**src/rtl/seq_num_rob_pkg.sv**
```systemverilog
// Shared types and helpers for the sequence-number reorder buffer.
package seq_num_rob_pkg;

    localparam int unsigned PC_W    = 32;
    localparam int unsigned WADDR_W = 5;
    localparam int unsigned WDATA_W = 32;

    typedef struct packed {
        logic               valid;
        logic               done;
        logic [PC_W-1:0]    pc;
        logic [WADDR_W-1:0] waddr;
        logic [WDATA_W-1:0] wdata;
        logic               wen;
    } t_rob_entry;

    // Entry index is the low bits of the sequence number; depth is a power of two.
    function automatic int unsigned rob_idx(input int unsigned seq_num, input int unsigned depth);
        return seq_num & (depth - 1);
    endfunction

endpackage

```
**src/rtl/seq_num_rob_if.sv**
```systemverilog
// Dispatch/complete/commit bus of the reorder buffer; master = pipeline side, slave = ROB.
interface seq_num_rob_if
    import seq_num_rob_pkg::*;
#(
    parameter int unsigned p_seq_num_bits = 5
);
    logic                      alloc_val;
    logic                      alloc_rdy;
    logic [p_seq_num_bits-1:0] alloc_seq_num;

    logic                      cmpl_val;
    logic                      cmpl_rdy;
    logic [p_seq_num_bits-1:0] cmpl_seq_num;
    logic [PC_W-1:0]           cmpl_pc;
    logic [WADDR_W-1:0]        cmpl_waddr;
    logic [WDATA_W-1:0]        cmpl_wdata;
    logic                      cmpl_wen;

    logic                      commit_val;
    logic [PC_W-1:0]           commit_pc;
    logic [p_seq_num_bits-1:0] commit_seq_num;
    logic [WADDR_W-1:0]        commit_waddr;
    logic [WDATA_W-1:0]        commit_wdata;
    logic                      commit_wen;

    logic [p_seq_num_bits-1:0] head_seq_num;

    modport master (
        output alloc_val, cmpl_val, cmpl_seq_num, cmpl_pc, cmpl_waddr, cmpl_wdata, cmpl_wen,
        input  alloc_rdy, alloc_seq_num, cmpl_rdy,
        input  commit_val, commit_pc, commit_seq_num, commit_waddr, commit_wdata, commit_wen,
        input  head_seq_num
    );

    modport slave (
        input  alloc_val, cmpl_val, cmpl_seq_num, cmpl_pc, cmpl_waddr, cmpl_wdata, cmpl_wen,
        output alloc_rdy, alloc_seq_num, cmpl_rdy,
        output commit_val, commit_pc, commit_seq_num, commit_waddr, commit_wdata, commit_wen,
        output head_seq_num
    );
endinterface

```
**src/rtl/seq_num_rob_storage.sv**
```systemverilog
// ROB entry array: allocate, complete and release write ports; async head and lookup reads.
module seq_num_rob_storage
    import seq_num_rob_pkg::*;
#(
    parameter int unsigned p_rob_depth = 4,
    localparam int unsigned IDX_W      = $clog2(p_rob_depth)
) (
    input  logic             clk,
    input  logic             rst,
    input  logic             alloc_en,
    input  logic [IDX_W-1:0] alloc_idx,
    input  logic             cmpl_en,
    input  logic [IDX_W-1:0] cmpl_idx,
    input  t_rob_entry       cmpl_entry,
    input  logic             clr_en,
    input  logic [IDX_W-1:0] clr_idx,
    input  logic [IDX_W-1:0] head_idx,
    output t_rob_entry       head_entry,
    output logic             cmpl_valid,
    output logic             cmpl_done
);
    t_rob_entry entries [p_rob_depth];

    // Port targets never collide: tail is free, completions hit not-done entries, release hits a done head.
    always_ff @(posedge clk or negedge rst) begin
        if (!rst) begin
            entries <= '{default: '0};
        end else begin
            if (alloc_en) entries[alloc_idx] <= '{valid: 1'b1, default: '0};
            if (cmpl_en)  entries[cmpl_idx]  <= cmpl_entry;
            if (clr_en)   entries[clr_idx]   <= '0;
        end
    end

    assign head_entry = entries[head_idx];
    assign cmpl_valid = entries[cmpl_idx].valid;
    assign cmpl_done  = entries[cmpl_idx].done;

endmodule

```
**src/rtl/seq_num_rob.sv**
```systemverilog
// Sequence-number reorder buffer: in-order grant, out-of-order completion, in-order commit.
// Optional SEQ_NUM_ROB_COMMIT_BYPASS_EN commits a head completion in the same cycle.
module seq_num_rob
    import seq_num_rob_pkg::*;
#(
    parameter int unsigned p_seq_num_bits = 5,
    parameter int unsigned p_rob_depth    = 4
) (
    input  logic         clk,
    input  logic         rst,
    seq_num_rob_if.slave bus
);
    localparam int unsigned IDX_W = $clog2(p_rob_depth);
    localparam int unsigned CNT_W = $clog2(p_rob_depth + 1);

    logic [p_seq_num_bits-1:0] head;
    logic [p_seq_num_bits-1:0] tail;
    logic [CNT_W-1:0]          count;
    logic [IDX_W-1:0]          head_idx;
    logic [IDX_W-1:0]          tail_idx;
    logic [IDX_W-1:0]          cmpl_idx;
    t_rob_entry                head_entry;
    t_rob_entry                cmpl_entry;
    t_rob_entry                commit_src;
    logic                      alloc_rdy;
    logic                      cmpl_valid;
    logic                      cmpl_done;
    logic                      cmpl_ok;
    logic                      bypass_c;
    logic                      cmpl_we;
    logic                      do_alloc;
    logic                      do_commit;

    assign head_idx = IDX_W'(rob_idx(32'(head), p_rob_depth));
    assign tail_idx = IDX_W'(rob_idx(32'(tail), p_rob_depth));
    assign cmpl_idx = IDX_W'(rob_idx(32'(bus.cmpl_seq_num), p_rob_depth));

    assign alloc_rdy = (count != CNT_W'(p_rob_depth));
    assign do_alloc  = bus.alloc_val && alloc_rdy;
    assign cmpl_ok   = bus.cmpl_val && cmpl_valid && !cmpl_done;

`ifdef SEQ_NUM_ROB_COMMIT_BYPASS_EN
    assign bypass_c = cmpl_ok && (bus.cmpl_seq_num == head);
`else
    assign bypass_c = 1'b0;
`endif

    // A bypassed completion is retired straight from the inputs and never written.
    assign cmpl_we    = cmpl_ok && !bypass_c;
    assign do_commit  = (head_entry.valid && head_entry.done) || bypass_c;
    assign cmpl_entry = '{valid: 1'b1, done: 1'b1, pc: bus.cmpl_pc, waddr: bus.cmpl_waddr,
                          wdata: bus.cmpl_wdata, wen: bus.cmpl_wen};
    assign commit_src = bypass_c ? cmpl_entry : head_entry;

    seq_num_rob_storage #(
        .p_rob_depth (p_rob_depth)
    ) u_storage (
        .clk        (clk),
        .rst        (rst),
        .alloc_en   (do_alloc),
        .alloc_idx  (tail_idx),
        .cmpl_en    (cmpl_we),
        .cmpl_idx   (cmpl_idx),
        .cmpl_entry (cmpl_entry),
        .clr_en     (do_commit),
        .clr_idx    (head_idx),
        .head_idx   (head_idx),
        .head_entry (head_entry),
        .cmpl_valid (cmpl_valid),
        .cmpl_done  (cmpl_done)
    );

    always_ff @(posedge clk or negedge rst) begin
        if (!rst) begin
            head  <= '0;
            tail  <= '0;
            count <= '0;
        end else begin
            if (do_alloc)  tail <= tail + p_seq_num_bits'(1);
            if (do_commit) head <= head + p_seq_num_bits'(1);
            unique case ({do_alloc, do_commit})
                2'b10:   count <= count + CNT_W'(1);
                2'b01:   count <= count - CNT_W'(1);
                default: count <= count;
            endcase
        end
    end

    assign bus.alloc_rdy      = alloc_rdy;
    assign bus.alloc_seq_num  = tail;
    assign bus.cmpl_rdy       = 1'b1;
    assign bus.head_seq_num   = head;
    assign bus.commit_val     = do_commit;
    assign bus.commit_seq_num = head;
    assign bus.commit_pc      = commit_src.pc;
    assign bus.commit_waddr   = commit_src.waddr;
    assign bus.commit_wdata   = commit_src.wdata;
    assign bus.commit_wen     = commit_src.wen;

`ifndef SYNTHESIS
    // Completions for free or already-done entries are dropped.
    always_ff @(posedge clk) begin
        if (rst && bus.cmpl_val) begin
            assert (cmpl_ok)
            else $error("seq_num_rob: ignored completion for seq %0d", bus.cmpl_seq_num);
        end
    end
`endif

endmodule
```
**src/flat_wrapper.sv**
```systemverilog
// flat-port wrapper written by rule: the top's interface ports become plain ports
module seq_num_rob_flat import seq_num_rob_pkg::*;
#(
    parameter int unsigned p_seq_num_bits = 5,
    parameter int unsigned p_rob_depth    = 4
)
  (clk, rst, bus_alloc_val, bus_cmpl_val, bus_cmpl_seq_num, bus_cmpl_pc, bus_cmpl_waddr, bus_cmpl_wdata, bus_cmpl_wen, bus_alloc_rdy, bus_alloc_seq_num, bus_cmpl_rdy, bus_commit_val, bus_commit_pc, bus_commit_seq_num, bus_commit_waddr, bus_commit_wdata, bus_commit_wen, bus_head_seq_num);
  seq_num_rob_if #(.p_seq_num_bits(p_seq_num_bits)) bus_i ();
  input  logic clk;
  input  logic rst;
  input wire logic [$bits(bus_i.alloc_val)-1:0] bus_alloc_val;
  input wire logic [$bits(bus_i.cmpl_val)-1:0] bus_cmpl_val;
  input wire logic [$bits(bus_i.cmpl_seq_num)-1:0] bus_cmpl_seq_num;
  input wire logic [$bits(bus_i.cmpl_pc)-1:0] bus_cmpl_pc;
  input wire logic [$bits(bus_i.cmpl_waddr)-1:0] bus_cmpl_waddr;
  input wire logic [$bits(bus_i.cmpl_wdata)-1:0] bus_cmpl_wdata;
  input wire logic [$bits(bus_i.cmpl_wen)-1:0] bus_cmpl_wen;
  output wire logic [$bits(bus_i.alloc_rdy)-1:0] bus_alloc_rdy;
  output wire logic [$bits(bus_i.alloc_seq_num)-1:0] bus_alloc_seq_num;
  output wire logic [$bits(bus_i.cmpl_rdy)-1:0] bus_cmpl_rdy;
  output wire logic [$bits(bus_i.commit_val)-1:0] bus_commit_val;
  output wire logic [$bits(bus_i.commit_pc)-1:0] bus_commit_pc;
  output wire logic [$bits(bus_i.commit_seq_num)-1:0] bus_commit_seq_num;
  output wire logic [$bits(bus_i.commit_waddr)-1:0] bus_commit_waddr;
  output wire logic [$bits(bus_i.commit_wdata)-1:0] bus_commit_wdata;
  output wire logic [$bits(bus_i.commit_wen)-1:0] bus_commit_wen;
  output wire logic [$bits(bus_i.head_seq_num)-1:0] bus_head_seq_num;
  assign bus_i.alloc_val = bus_alloc_val;
  assign bus_i.cmpl_val = bus_cmpl_val;
  assign bus_i.cmpl_seq_num = bus_cmpl_seq_num;
  assign bus_i.cmpl_pc = bus_cmpl_pc;
  assign bus_i.cmpl_waddr = bus_cmpl_waddr;
  assign bus_i.cmpl_wdata = bus_cmpl_wdata;
  assign bus_i.cmpl_wen = bus_cmpl_wen;
  assign bus_alloc_rdy = bus_i.alloc_rdy;
  assign bus_alloc_seq_num = bus_i.alloc_seq_num;
  assign bus_cmpl_rdy = bus_i.cmpl_rdy;
  assign bus_commit_val = bus_i.commit_val;
  assign bus_commit_pc = bus_i.commit_pc;
  assign bus_commit_seq_num = bus_i.commit_seq_num;
  assign bus_commit_waddr = bus_i.commit_waddr;
  assign bus_commit_wdata = bus_i.commit_wdata;
  assign bus_commit_wen = bus_i.commit_wen;
  assign bus_head_seq_num = bus_i.head_seq_num;
  seq_num_rob #(.p_seq_num_bits(p_seq_num_bits), .p_rob_depth(p_rob_depth)) u_core (.clk(clk), .rst(rst), .bus(bus_i));
endmodule
```
**config.mk**
```make
export PLATFORM = sky130hd
export DESIGN_NAME = seq_num_rob_flat
export DESIGN_NICKNAME = d
export VERILOG_FILES = /design/src/rtl/seq_num_rob_pkg.sv /design/src/rtl/seq_num_rob_if.sv /design/src/rtl/seq_num_rob_storage.sv /design/src/rtl/seq_num_rob.sv /design/src/flat_wrapper.sv
export SDC_FILE = /design/constraint.sdc
export NUM_CORES = 1
export LEC_CHECK = 0
export CORE_UTILIZATION = 60
export CTS_CLUSTER_SIZE = 20
export DETAILED_ROUTE_END_ITERATION = 8
export PLACE_DENSITY = 0.94
export SLEW_MARGIN = 25
export SYNTH_ARGS = -nofsm -noshare
export SYNTH_HDL_FRONTEND = slang
export SYNTH_HIERARCHICAL = 1
export SYNTH_SLANG_ARGS = --single-unit
```
**constraint.sdc**
```tcl
create_clock -name clk -period 6.9 [get_ports clk]
set_input_delay 1.38 -clock clk [delete_from_list [all_inputs] [get_ports clk]]
set_output_delay 1.38 -clock clk [all_outputs]
set_load 0.02 [all_outputs]
```
# ---- Yosys cells after proc, flatten, opt, wreduce, memory -nomap -nowiden
# Cells that the tools add are included.
dict set report word_totals {
  ff_bits 301
  input_bits 79
}
dict set report op_classes {
  add_sub_neg 4
  n_lt_le_gt_ge 6
  eq_ne 3
  mux 17
  bitwise_logic 8
  reduce_logical 9
}
# operator count
set op_table {}
lappend op_table {{2-to-1 mux 288 bit} 3}
lappend op_table {{2-to-1 mux 72 bit} 7}
lappend op_table {{demux 72 bit (select 2 bit)} 3}
lappend op_table {{bitwise AND 288 bit} 1}
lappend op_table {{binary-select mux 72 bit (select 2 bit)} 2}
lappend op_table {{bitwise mux 288 bit} 1}
lappend op_table {{NOT 288 bit} 1}
lappend op_table {{bitwise AND 284 bit} 1}
lappend op_table {{NOT 284 bit} 1}
lappend op_table {{adder 5 x 1 -> 5 bit (second input constant)} 2}
lappend op_table {{greater-or-equal comparator 3 bit (second input constant)} 3}
lappend op_table {{less-than comparator 3 x 1 -> 1 bit (second input constant)} 3}
lappend op_table {{NOT 2 -> 3 bit} 3}
lappend op_table {{logical AND 1 bit} 7}
lappend op_table {{case mux 3 bit (2 select lines)} 1}
lappend op_table {{bitwise OR 4 bit} 1}
lappend op_table {{adder 3 x 1 -> 3 bit (second input constant)} 1}
lappend op_table {{inequality test 3 bit (second input constant)} 1}
lappend op_table {{subtractor 3 x 1 -> 3 bit (second input constant)} 1}
lappend op_table {{== test 2 x 1 -> 1 bit (second input constant)} 1}
lappend op_table {{== test 2 bit (second input constant)} 1}
lappend op_table {{nonzero test 2 bit} 1}
lappend op_table {{zero test 1 bit} 1}

# ---- Longest topological paths before layout
dict set report logic_depth {
  ltp_word 12
  depth_mapped 10
}

# ---- Cells and area by module
# Netlist, hierarchy kept.
# mod instances cells_per_inst area_each_um2
set by_module_without_submodules {}
lappend by_module_without_submodules {seq_num_rob_storage 1 776 12388.1}
lappend by_module_without_submodules {seq_num_rob 1 56 668.1}

# ---- Least setup slack after synthesis
# Ideal clock, no wire load.
dict set report synth_path {
  kind {input -> register}
  from {input port bus_cmpl_seq_num[1]}
  to {register u_core/u_storage/entries[217] in the netlist's numbering}
  setup_time_ns 0.121
  t_arrival_ns 3.051
  slack_ns 3.729
  cell_stages 7
  cell_sequence {buf_4 > mux4_2 > nor2_1 > nor3b_2 > nor3_2 > buf_4 > a22o_1}
}
dict set report synth_between {
  elab_chain_len 9
}
# element line_no
set synth_lines {}
lappend synth_lines {{start, declared} flat_wrapper.sv:13} ;# input wire logic [$bits(bus_i.cmpl_seq_num)-1:0] bus_cmpl_seq_num;
lappend synth_lines {{NOT 2 -> 3 bit (implied by the code) (*)} seq_num_rob_storage.sv:37} ;# assign cmpl_done = entries[cmpl_idx].done;
lappend synth_lines {{binary-select mux 72 bit (select 2 bit) (*)} seq_num_rob_storage.sv:37}
lappend synth_lines {{2-to-1 mux 72 bit (implied by the code) (*) (2 in a row)} seq_num_rob_storage.sv:37}
lappend synth_lines {{via u_core.cmpl_done} seq_num_rob.sv:27} ;# logic cmpl_done;
lappend synth_lines {{zero test 1 bit (*)} seq_num_rob.sv:40} ;# assign cmpl_ok = bus.cmpl_val && cmpl_valid && !cmpl_done;
lappend synth_lines {{logical AND 1 bit (*)} seq_num_rob.sv:40}
lappend synth_lines {{via u_core.cmpl_ok} seq_num_rob.sv:28} ;# logic cmpl_ok;
lappend synth_lines {{2-to-1 mux 288 bit (*)} seq_num_rob_storage.sv:30} ;# if (cmpl_en) entries[cmpl_idx] <= cmpl_entry;
lappend synth_lines {{bitwise AND 288 bit (no source line)} n/a}
lappend synth_lines {{2-to-1 mux 288 bit (*)} seq_num_rob_storage.sv:31} ;# if (clr_en) entries[clr_idx] <= '0;
lappend synth_lines {{end signal, assigned by index} seq_num_rob_storage.sv:30}
lappend synth_lines {{end, declared} seq_num_rob_storage.sv:22} ;# t_rob_entry entries [p_rob_depth];
# Mark *: on every way through the listed nets, which the timed path passes. The rest lies on a longest branch. The select of a mux whose other input is x is not followed.
# A chain may end at the register's enable or synchronous reset.

# ---- Worst setup path after layout
dict set report layout_path {
  from {register u_core.head[0], in the netlist u_core/bus.commit_seq_num[0]}
  to {output port bus_commit_wdata[24]}
}
dict set report layout_between {
  elab_chain_len 4
}
# element line_no
set layout_lines {}
lappend layout_lines {{start, declared} seq_num_rob.sv:16} ;# logic [p_seq_num_bits-1:0] head;
lappend layout_lines {{start signal, assigned} seq_num_rob.sv:80} ;# if (do_commit) head <= head + p_seq_num_bits'(1);
lappend layout_lines {{NOT 2 -> 3 bit (implied by the code)} seq_num_rob_storage.sv:35} ;# assign head_entry = entries[head_idx];
lappend layout_lines {{binary-select mux 72 bit (select 2 bit)} seq_num_rob_storage.sv:35}
lappend layout_lines {{2-to-1 mux 72 bit (implied by the code) (2 in a row)} seq_num_rob_storage.sv:35}
lappend layout_lines {{end, declared} flat_wrapper.sv:25} ;# output wire logic [$bits(bus_i.commit_wdata)-1:0] bus_commit_wdata;
# No other way between the ends. The select of a mux whose other input is x is not followed.

==> results.sh <==
export IMPL_cp_start_kind="flop"
export IMPL_powerDensity_mw_per_mm2=485.3
export IMPL_grt_max_degree=133
export IMPL_gp_congestion=0.7444
export IMPL_htree_levels=1
export IMPL_crit_type="reg -> out"
export IMPL_track_usage_pct=32.39
export IMPL_final_common_cell="dfrtp_1"
export IMPL_synth_area_leaders="dfrtp_1 58%, a32o_1 16%, mux4_2 13%, a22o_1 4.8%, buf_2 2.6%"
export IMPL_yosysSeqAreaShare_pct=57.69
export IMPL_cts_buffer_depth=3
export IMPL_die_x_um=149.5
export IMPL_hold_viol=0
export IMPL_skew_ns=0.01518
export IMPL_syn_inst=832
export IMPL_finalCriticalPeriod_ns=4.708
export IMPL_cts_tree="yes"
export IMPL_crit_start="u_core/bus.commit_seq_num[0]"
export IMPL_nets=1036
export IMPL_cts_inserted_buffers=30
export IMPL_hpwlAfterDp_um=19320
export IMPL_routed_via_count=9279
export IMPL_syn_to_final_growth_pct=21.04
export IMPL_fp_dieH_um=149.5
export IMPL_r2r_end="u_core/u_storage/entries[14]"
export IMPL_netlist_area_mm2=0.01306
export IMPL_hold_depth=1
export IMPL_ys_warn_count=6
export IMPL_synth_avg_cell_area_um2=15.69
export IMPL_leakage_nw=6.730
export IMPL_clk_pin_slew_ns=0.06
export IMPL_final_antenna_net_count=0
export IMPL_slew_headroom_pct=27.90
export IMPL_ios=167
export IMPL_finalWirelength_um=35080
export IMPL_whs_endpoint="u_core/bus.alloc_seq_num[4]"
export IMPL_fin_hold_ws_ns=0.4894
export IMPL_synth_cell_types=36
export IMPL_grt_pass1_vias=10071
export IMPL_synth_seq_cells=301
export IMPL_start_util_pct=61.72
export IMPL_slew_viol_final=0
export IMPL_placement_io_buffers=162
export IMPL_grt_pass1_wl_um=55370
export IMPL_vias_per_cell=7.411
export IMPL_post_cts_buffers=0
export IMPL_drtIter0Drc=1009
export IMPL_antenna_found_initial=0
export IMPL_grt_ovfl_total=0
export IMPL_hold_path_class="reg -> reg"
export IMPL_drive_above_1_share_pct=17.50
export IMPL_drt_first_pass_iters=5
export IMPL_cp_data_required_time_ns=5.52
export IMPL_regToRegSetupSlack_ns=3.02
export IMPL_crit_arrival_ns=3.33
export IMPL_synth_top_area_cell="dfrtp_1"
export IMPL_nFillCells=1217
export IMPL_final_cell_count_no_fill=1252
export IMPL_cp_max_fo=38
export IMPL_drc_errors=0
export IMPL_setup_viol=0
export IMPL_root_buffer="clkbuf_16"
export IMPL_dp_cells=1195
export IMPL_rows=53
export IMPL_placed_cell_area_mm2=0.01472
export IMPL_hold_start="u_core/bus.alloc_seq_num[4]"
export IMPL_dieArea_mm2=0.02235
export IMPL_reg2reg_depth=8
export IMPL_rsz0062_at_grt="false"
export IMPL_antenna_cells=0
export IMPL_clock_latency_ns=0.55
export IMPL_reg2reg_from="u_core/bus.commit_seq_num[0]"
export IMPL_synth_top_area_share_pct=57.69
export IMPL_wl_per_cell_um=28.02
export IMPL_cts_hold_buf=0
export IMPL_irDropWorstVdd_uv=318.5
export IMPL_maxCapViolations=0
export IMPL_fin_area_mm2=0.01580
export IMPL_fin_util_pct=74.70
export IMPL_final_period_utilization_pct=68.24
export IMPL_worst_slew_pin_slew_ns=1.079
export IMPL_fp_coreArea_mm2=0.02115
export IMPL_final_cell_mix="299 x dfrtp_1, 213 x a32o_1, 161 x clkdlybuf4s50_1"
export IMPL_cts_resized_gates=0
export IMPL_finalSetupTns_ns=0
export IMPL_clock_sinks=301
export IMPL_endpoint_kind="primary output"
export IMPL_fmax_mhz=212.4
export IMPL_status="complete, no violations"
==> metrics by stage <==
step / worst slack (ns) / power, mW
3_3_place_gp: 2.171 / 5.754
5_1_grt: 2.031 / 7.982
2_1_floorplan: 3.729 / 4.753
4_1_cts: 2.135 / 7.663
3_5_place_dp: 2.104 / 5.928
6_report: 2.192 / 7.669
==> where the power goes <==
part	switching, mW	internal [mW]	leakage (nW)
Clock	0.688	1.02	0.524
Combinational	1.55	1.60	2.23
Sequential	0.453	2.36	3.98
==> critical path: stages (launching register included) <==
cell and delay (ns):
dfrtp_4 0.73, buf_16 0.33, buf_4 0.49, mux4_2 0.60, clkdlybuf4s50_1 0.60
==> flip-flops by register name, summed over array words and instances, names as in the netlist <==
signal and flops:
u_core/count 3, u_core/bus.alloc_seq_num 5, u_core/u_storage/entries 288, u_core/bus.commit_seq_num 5
==> cell usage after synthesis (all sizes together) <==
| cell type | number |
|---|---|
| a32o | 213 |
| xnor2 | 8 |
| inv | 4 |
| a21oi | 1 |
| clkbuf | 15 |
| a22o | 71 |
| nand2 | 3 |
| nand4 | 3 |
| conb | 1 |
| mux2 | 3 |
| dfrtp | 301 |
| nand3 | 5 |
| nand3b | 2 |
| mux4 | 74 |
| buf | 89 |
| and3 | 3 |
| fa | 1 |
| nor2 | 14 |
| nor3b | 4 |
| xor2 | 3 |
| nor3 | 2 |
| and2b | 1 |
| a211oi | 3 |
| and3b | 4 |
| o21ai | 1 |
| ha | 3 |
==> worst max-delay path by stage <==
stage / endpoint / slack [ns] / depth (start not counted)
final: bus_commit_wdata[24] / 2.19 / 4
after detailed placement: u_core/u_storage/entries[283] / 2.10 / 7
after floorplan: u_core/u_storage/entries[217] / 3.73 / 7
after CTS: bus_commit_wdata[24] / 2.14 / 4
after global placement: u_core/u_storage/entries[266] / 2.17 / 7
after global routing: bus_commit_wdata[24] / 2.03 / 4
==> layer usage <==
layer / part of all wire, % / wire, um / GRT usage, %
met5: 0 / 0 / 0
met4: 2.2 / 777 / 11.63
met3: 10 / 3647 / 6.159
met2: 51 / 17750 / 53.52
met1: 37 / 12910 / 43.16
==> cell families after synthesis <==
logic type | count (synthesis) | synth area share, %
xor gates and xnor gates | 11 | 0.7380
muxes | 77 | 13.05
and+or+nand+nor | 41 | 2.127
DFF | 301 | 57.69
other | 1 | 0.02872
buffers and inverters | 108 | 4.581
AOI/OAI and AO/OA | 289 | 21.34
adders and majority gates | 4 | 0.4409
==> layout make-up <==
cell class / instances / area, um2 / area share [%]
inverters: 4 / 15.01 / 0.09501
well taps: 275 / 344.1 / 2.177
clock inverters: 18 / 198.9 / 1.259
multi-input cells: 431 / 4994 / 31.60
flip-flops and latches: 301 / 7540 / 47.71
repair buffers: 185 / 1859 / 11.77
clock buffers: 38 / 852.1 / 5.392
Note: power is estimated with default switching activity, not from simulation.
